## src/rtl/mic1_pkg.sv

```systemverilog
// Shared encodings for the Mic-1 C-bus / register-file stage: B-bus sources,
// C-mask bit positions and memory-control bit positions.
package mic1_pkg;

    localparam int DW = 32;

    // B-bus source encodings; values 9..15 select zero.
    typedef enum logic [3:0] {
        B_MDR  = 4'd0,
        B_PC   = 4'd1,
        B_MBR  = 4'd2,
        B_MBRU = 4'd3,
        B_SP   = 4'd4,
        B_LV   = 4'd5,
        B_CPP  = 4'd6,
        B_TOS  = 4'd7,
        B_OPC  = 4'd8
    } b_sel_e;

    // Bit positions within the 9-bit C-bus load mask.
    localparam int C_MAR = 0;
    localparam int C_MDR = 1;
    localparam int C_PC  = 2;
    localparam int C_SP  = 3;
    localparam int C_LV  = 4;
    localparam int C_CPP = 5;
    localparam int C_TOS = 6;
    localparam int C_OPC = 7;
    localparam int C_H   = 8;
    localparam int C_NUM = 9;

    // Bit positions within mem_ctl.
    localparam int MEM_FETCH = 0;
    localparam int MEM_RD    = 1;
    localparam int MEM_WR    = 2;

endpackage

```

## src/rtl/mic1_shifter.sv

```systemverilog
// Combinational post-ALU shifter: SLL8 or SRA1; both at once is an illegal
// encoding and passes the value through untouched.
module mic1_shifter
    import mic1_pkg::*;
(
    input  logic [DW-1:0] x,
    input  logic          sll8,
    input  logic          sra1,
    output logic [DW-1:0] y,
    output logic          illegal
);

    always_comb begin
        y       = x;
        illegal = 1'b0;
        if (sll8 && sra1) begin
            illegal = 1'b1;
        end else if (sll8) begin
            y = {x[DW-9:0], 8'h00};
        end else if (sra1) begin
            y = {x[DW-1], x[DW-1:1]};
        end
    end

endmodule

```

## src/rtl/mic1_cbus_regfile.sv

```systemverilog
// Mic-1 C-bus write-back stage: shifts the ALU result, loads the selected
// datapath registers, drives A/B buses and runs the memory/fetch handshakes.
module mic1_cbus_regfile #(
    parameter int          DW       = 32,
    parameter logic [31:0] RESET_PC = 32'h0
) (
    input  logic          clk,
    input  logic          rst,
    input  logic [DW-1:0] alu_out,
    input  logic          alu_n,
    input  logic          alu_z,
    input  logic          sll8,
    input  logic          sra1,
    input  logic [8:0]    c_sel,
    input  logic [3:0]    b_sel,
    input  logic [2:0]    mem_ctl,
    input  logic          uinst_valid,
    output logic          stall,
    output logic [DW-1:0] a_bus,
    output logic [DW-1:0] b_bus,
    output logic          n_flag,
    output logic          z_flag,
    output logic          uop_err,
    output logic [DW-1:0] mem_addr,
    output logic [DW-1:0] mem_wdata,
    output logic          mem_re,
    output logic          mem_we,
    input  logic [DW-1:0] mem_rdata,
    input  logic          mem_ack,
    output logic [DW-1:0] if_addr,
    output logic          if_req,
    input  logic [7:0]    if_data,
    input  logic          if_ack
);
    import mic1_pkg::*;

    logic [DW-1:0] creg_reg  [C_NUM];
    logic [DW-1:0] creg_next [C_NUM];
    logic [7:0]    mbr_reg;
    logic          n_reg, z_reg, err_reg;
    logic          pend_rd_reg, pend_wr_reg, pend_fetch_reg;

    logic [DW-1:0] c_val;
    logic          shift_illegal;
    logic          commit;
    logic          rdwr_clash;

    mic1_shifter u_shifter (
        .x       (alu_out),
        .sll8    (sll8),
        .sra1    (sra1),
        .y       (c_val),
        .illegal (shift_illegal)
    );

    assign stall      = pend_rd_reg | pend_wr_reg | pend_fetch_reg;
    assign commit     = uinst_valid & ~stall;
    assign rdwr_clash = mem_ctl[MEM_RD] & mem_ctl[MEM_WR];

    // Commit and acks never coincide: an ack only arrives while stalled.
    genvar gi;
    generate
        for (gi = 0; gi < C_NUM; gi++) begin : g_creg_next
            if (gi == C_MDR) begin : g_mdr
                assign creg_next[gi] = (commit && c_sel[gi])       ? c_val     :
                                       (mem_ack && pend_rd_reg)    ? mem_rdata :
                                                                     creg_reg[gi];
            end else begin : g_plain
                assign creg_next[gi] = (commit && c_sel[gi]) ? c_val : creg_reg[gi];
            end
        end
    endgenerate

    always_ff @(posedge clk) begin
        if (rst) begin
            for (int i = 0; i < C_NUM; i++) begin
                creg_reg[i] <= '0;
            end
            creg_reg[C_PC] <= RESET_PC[DW-1:0];
            mbr_reg        <= '0;
            n_reg          <= 1'b0;
            z_reg          <= 1'b0;
            err_reg        <= 1'b0;
            pend_rd_reg    <= 1'b0;
            pend_wr_reg    <= 1'b0;
            pend_fetch_reg <= 1'b0;
        end else begin
            for (int i = 0; i < C_NUM; i++) begin
                creg_reg[i] <= creg_next[i];
            end
            if (commit) begin
                n_reg          <= alu_n;
                z_reg          <= alu_z;
                pend_wr_reg    <= mem_ctl[MEM_WR];
                pend_rd_reg    <= mem_ctl[MEM_RD] & ~mem_ctl[MEM_WR];
                pend_fetch_reg <= mem_ctl[MEM_FETCH];
                if (shift_illegal || rdwr_clash) begin
                    err_reg <= 1'b1;
                end
            end else begin
                if (mem_ack) begin
                    pend_rd_reg <= 1'b0;
                    pend_wr_reg <= 1'b0;
                end
                if (if_ack && pend_fetch_reg) begin
                    mbr_reg        <= if_data;
                    pend_fetch_reg <= 1'b0;
                end
            end
        end
    end

    always_comb begin
        b_bus = '0;
        case (b_sel_e'(b_sel))
            B_MDR:   b_bus = creg_reg[C_MDR];
            B_PC:    b_bus = creg_reg[C_PC];
            B_MBR:   b_bus = {{(DW-8){mbr_reg[7]}}, mbr_reg};
            B_MBRU:  b_bus = {{(DW-8){1'b0}}, mbr_reg};
            B_SP:    b_bus = creg_reg[C_SP];
            B_LV:    b_bus = creg_reg[C_LV];
            B_CPP:   b_bus = creg_reg[C_CPP];
            B_TOS:   b_bus = creg_reg[C_TOS];
            B_OPC:   b_bus = creg_reg[C_OPC];
            default: b_bus = '0;
        endcase
    end

    assign a_bus     = creg_reg[C_H];
    assign n_flag    = n_reg;
    assign z_flag    = z_reg;
    assign uop_err   = err_reg;
    assign mem_addr  = {creg_reg[C_MAR][DW-3:0], 2'b00};
    assign mem_wdata = creg_reg[C_MDR];
    assign mem_re    = pend_rd_reg;
    assign mem_we    = pend_wr_reg;
    assign if_addr   = creg_reg[C_PC];
    assign if_req    = pend_fetch_reg;

endmodule
```

## config.mk

```make
export PLATFORM = sky130hd
export DESIGN_NAME = mic1_cbus_regfile
export DESIGN_NICKNAME = d
export VERILOG_FILES = /design/src/rtl/mic1_pkg.sv /design/src/rtl/mic1_shifter.sv /design/src/rtl/mic1_cbus_regfile.sv
export SDC_FILE = /design/constraint.sdc
export NUM_CORES = 1
export LEC_CHECK = 0
export ABC_AREA = 0
export CAP_MARGIN = 10
export CORE_MARGIN = 5
export CORE_UTILIZATION = 45
export DETAILED_ROUTE_END_ITERATION = 12
export GPL_ROUTABILITY_DRIVEN = 0
export GPL_TIMING_DRIVEN = 0
export PLACE_DENSITY = 0.7
export SETUP_SLACK_MARGIN = 0.05
export SLEW_MARGIN = 20
export SYNTH_ARGS = -nofsm -noshare
export SYNTH_HDL_FRONTEND = slang
export SYNTH_HIERARCHICAL = 1
export SYNTH_SLANG_ARGS = --single-unit
```

## constraint.sdc

```tcl
create_clock -name clk -period 2.4 [get_ports clk]
set_input_delay 0.24 -clock clk [delete_from_list [all_inputs] [get_ports clk]]
set_output_delay 0.24 -clock clk [all_outputs]
set_load 0.005 [all_outputs]
```

Word-level counts from Yosys, hierarchy flattened --
Memories as Yosys holds them, arrays and structs flattened. Cells that the tools add are included.
Storage, ports and cells: register bits after elaboration 14, RAM bits 288, logic and storage cells 85, memories 1
Memory list:
- creg_reg | words 9, width 32, rd ports 9, clocked after Yosys merged registers in 0, write ports 9, RTL line mic1_cbus_regfile.sv:37 | logic [DW-1:0] creg_reg [C_NUM];
Cells by class: equality and inequality tests 8, muxes and demuxes 33, bitwise operators 18, reduce and logical (&&, ||, !) cells 18
Operator list (number):
- 32-bit two-way mux | 22
- 32-bit one-hot mux with 9 select lines | 1
- 31-bit two-way mux | 1
- 4-bit by 3-bit == test with 1-bit output (second input constant) | 4
- 1-bit logical AND | 12
- 1-bit bitwise OR | 12
- 1-bit two-way mux | 9
- 4-bit by 2-bit == test with 1-bit output (second input constant) | 2
- 4-bit by 1-bit == test with 1-bit output (second input constant) | 1
- 4-bit == test (second input constant) | 1
- 4-bit logical NOT | 1
- 2-bit AND reduction | 2
- 2-bit nonzero test | 2
- 1-bit AND | 3
- 1-bit NOT | 3
- 1-bit logical OR | 1

Longest topological paths before layout --
word-level depth 7, gate-level depth with buffers 8

Modules after synthesis --
The synthesis kept the hierarchy.
Modules (own cells, without submodules):
- mic1_cbus_regfile | instances 1, cells an instance 1813, area an instance 14022.2 um^2, seq. area each 6005.8 um^2
- mic1_shifter | instances 1, cells an instance 107, area an instance 1023.5 um^2, seq. area each 0.0 um^2

Worst setup path after synthesis --
No wires, ideal clock.
path kind input -> output, start point input port b_sel[2], end point output port b_bus[5], data arrival time 1330 ps, required time 2160 ps, setup slack 830 ps, cell stages on the path 6, buffers on the path 2, cell sequence buf_2 and3b_1 clkbuf_1 a22oi_1 nor2_1 or3_1
On the way: cells in the longest elaborated chain, start to end 2, elaborated cells on any way between the ends 10, classes of those cells 8 x eq/ne; 1 x mux; 1 x reduce/logical
RTL lines:
- start, declared | RTL line mic1_cbus_regfile.sv:15 | input logic [3:0] b_sel,
- 4-bit == test, or another cell as far along | RTL line mic1_cbus_regfile.sv:115 | case (b_sel_e'(b_sel))
- 32-bit one-hot mux with 9 select lines * | RTL line mic1_cbus_regfile.sv:115
- end, declared | RTL line mic1_cbus_regfile.sv:20 | output logic [DW-1:0] b_bus,
Mark *: on every way between the ends. The rest lies on a longest branch, timed or not.

Worst setup path in the final report --
start point input port b_sel[2], end point output port b_bus[9]
The elaborated chain is that of the path after synthesis.

==> results.yml <==
timing:
  slew_headroom_pct: 34.2
  finalHoldViolations: 0
  fin_skew_ns: 0.0156
  setup_ws_ns: 0.0681
  fin_setup_tns_ns: 0
  setup_violations: 0
  final.period_utilization_pct: 97.2
  max_freq_mhz: 429
  final-max-slew-violation-count: 0
  worst-slew-pin-transition_ns: 0.988
  hold_slack_ns: 0.155
  min_period_ns: 2.33
  rsz0062_at_grt: "yes"
critical_path:
  cp.required_ns: 2.16
  critPathSlowestCell: "nor4b_4"
  path_cells: "clkdlybuf4s15_2 > buf_8 > nor4b_4 > clkbuf_4 > buf_4 > a221oi_2 > a21oi_2 > dlygate4sd2_1"
  max_stage_delay_ns: 0.42
  end_kind: "primary output"
  path_max_fanout: 10
  criticalPathCategory: "primary input to primary output"
  worstPathArrival_ns: 2.09
  crit_path_start_kind: "primary input"
synthesis:
  synth.yosys.warnings: 6
  yosys.area.top_type: "dfxtp_1"
  synth-seq-area-share_pct: 39.9
  synth_seq_cells: 300
  netlist_area_sq_mm: 0.0150
  syn_avg_cell_area_sq_um: 7.84
  synth-edff-count: 0
  synthMostInstantiatedCell: "nand2_1"
  async_reset_ff_share_pct: 0
  synthTopCellsByArea: "dfxtp_1 40%, nand2_1 14%, a21oi_1 9.7%"
  ys_types: 58
  synth-main-ff-cell: "dfxtp_1"
  synth_cells: 1920
  synth.top_cell.area_share_pct: 39.9
  synthTopCellsByCount: "571 x nand2_1, 300 x dfxtp_1, 292 x a21oi_1"
routing:
  routedWlPerCell_um: 22.7
  via_per_inst: 5.72
  drc: 0
  drt-total-wl_um: 61300
  vias: 15500
  first_pass_iters: 8
  final_antenna_net_count: 0
  drtIter0Drc: 1962
grt:
  grt_pass1_wl_um: 89500
  gr-total-overflow: 0
  grt_start_max_net_pins: 19
  first_global_vias: 14800
  antenna_found_initial: 0
  grt_use_total_pct: 31.7
die:
  core_sq_mm: 0.0333
  die_area_sq_mm: 0.0372
  die_w_um: 193
  ios: 264
  initial_utilization_pct: 45.2
  die_h_um: 193
  rows: 67
final_layout:
  nets: 2331
  antenna_cells: 0
  syn2layout_area_growth_pct: 32.7
  largest_reg_flops: 286
  fillerInstances: 2959
  utilization_pct: 60.0
  drive_gt1_share_pct: 17.3
clock_tree:
  hold_buffers: 0
  numCtsBuffers: 34
  cts_tree: "yes"
  cts_root_buf: "clkbuf_16"
  clock_latency_ns: 0.53
  clkSinkCount: 300
  cts_buffer_depth: 3
  path_clk_slew_ns: 0.06
  cts_max_level: 2
run_status:
  status: "finished, final reports clean"
place:
  post-dp-hpwl_um: 43600
  numPortBuffers: 256
  dp_slack_ns: -0.962
power:
  p_leak_nw: 7.84
  ir_drop_mv: 0.549
  power.total_w: 0.0134
  powerDensity_mw_per_mm2: 672
min_path:
  hold_path_class: "primary input to register"
job:
  maxCapViolations: 0
==> area by class of cell <==
type | count | area (sq um) | area share, %
Multi-Input combinational cell | 1301 | 7380 | 36.9
Inverter | 3 | 11.3 | 0.0564
Clock buffer | 48 | 997 | 4.99
Clock inverter | 13 | 146 | 0.733
Tap cell | 448 | 561 | 2.81
Sequential cell | 300 | 6010 | 30.1
Timing Repair Buffer | 282 | 2770 | 13.9
Buffer | 312 | 2090 | 10.5
==> timing repair <==
action	4_1_cts	5_1_grt
gates cloned	1	0
endpoints found under the hold margin	0	0
endpoints found under the setup margin	33	19
buffers inserted	13	12
resized for setup	155	36
pin swaps	15	9
==> layout by cell type (no fill, tap or decap), types with 18 or more instances in the layout <==
master	Yosys	layout
a311oi_1	32	32
buf_4	136	160
dfxtp_1	300	297
a21oi_1	292	282
nand2_1	571	571
clkbuf_1	103	96
mux2i_1	113	110
a22oi_1	23	23
dlygate4sd2_1	0	18
nand3_1	50	50
buf_2	57	46
clkdlybuf4s50_1	0	220
buf_6	21	30
clkbuf_16	0	37
nor2_1	50	47
==> per-stage QoR <==
step	cells	cell area, sq um
floorplan	1921	15000
global placement	2625	18200
detailed placement	2625	18200
CTS	2695	19800
global route	2707	20000
finish	2707	20000
==> logic make-up after synthesis <==
| logic type | Yosys count | synth area share, % |
|---|---|---|
| other cells | 1 | 0.0249 |
| flops | 300 | 39.9 |
| buf+inv | 320 | 12.9 |
| simple gates | 737 | 20.3 |
| mux | 135 | 9.76 |
| compound gates | 427 | 17.1 |
==> worst max-delay path: cells and delay by family <==
| kind | cells | cell delay [ns] |
|---|---|---|
| buf+inv | 5 | 1.17 |
| simple gates | 1 | 0.42 |
| compound gates | 2 | 0.26 |
==> routing by layer <==
metal,wire [um],track usage (%)
met4,3600,15.9
met3,7340,8.68
met2,26700,49.5
met1,23700,40.3
met5,0,0
==> power breakdown <==
| part | internal, W | switching, W | leakage (nW) |
|---|---|---|---|
| logic | 0.00112 | 0.00144 | 4.83 |
| clock network | 0.00323 | 0.00215 | 0.565 |
| registers | 0.00527 | 0.000215 | 2.45 |
| total | 0.00962 | 0.00380 | 7.84 |
==> worst paths after layout <==
kind,slack (ns),endpoint,startpoint,cells after the start
setup / recovery,0.07,b_bus[9],b_sel[2],8
hold / removal,0.16,mbr_reg[2],if_ack,3
hold reg to reg,0.45,creg_reg[0][173],creg_reg[0][173],2
setup reg to reg,0.17,creg_reg[0][52],mem_re,7
(Power assumes the default switching activity.)
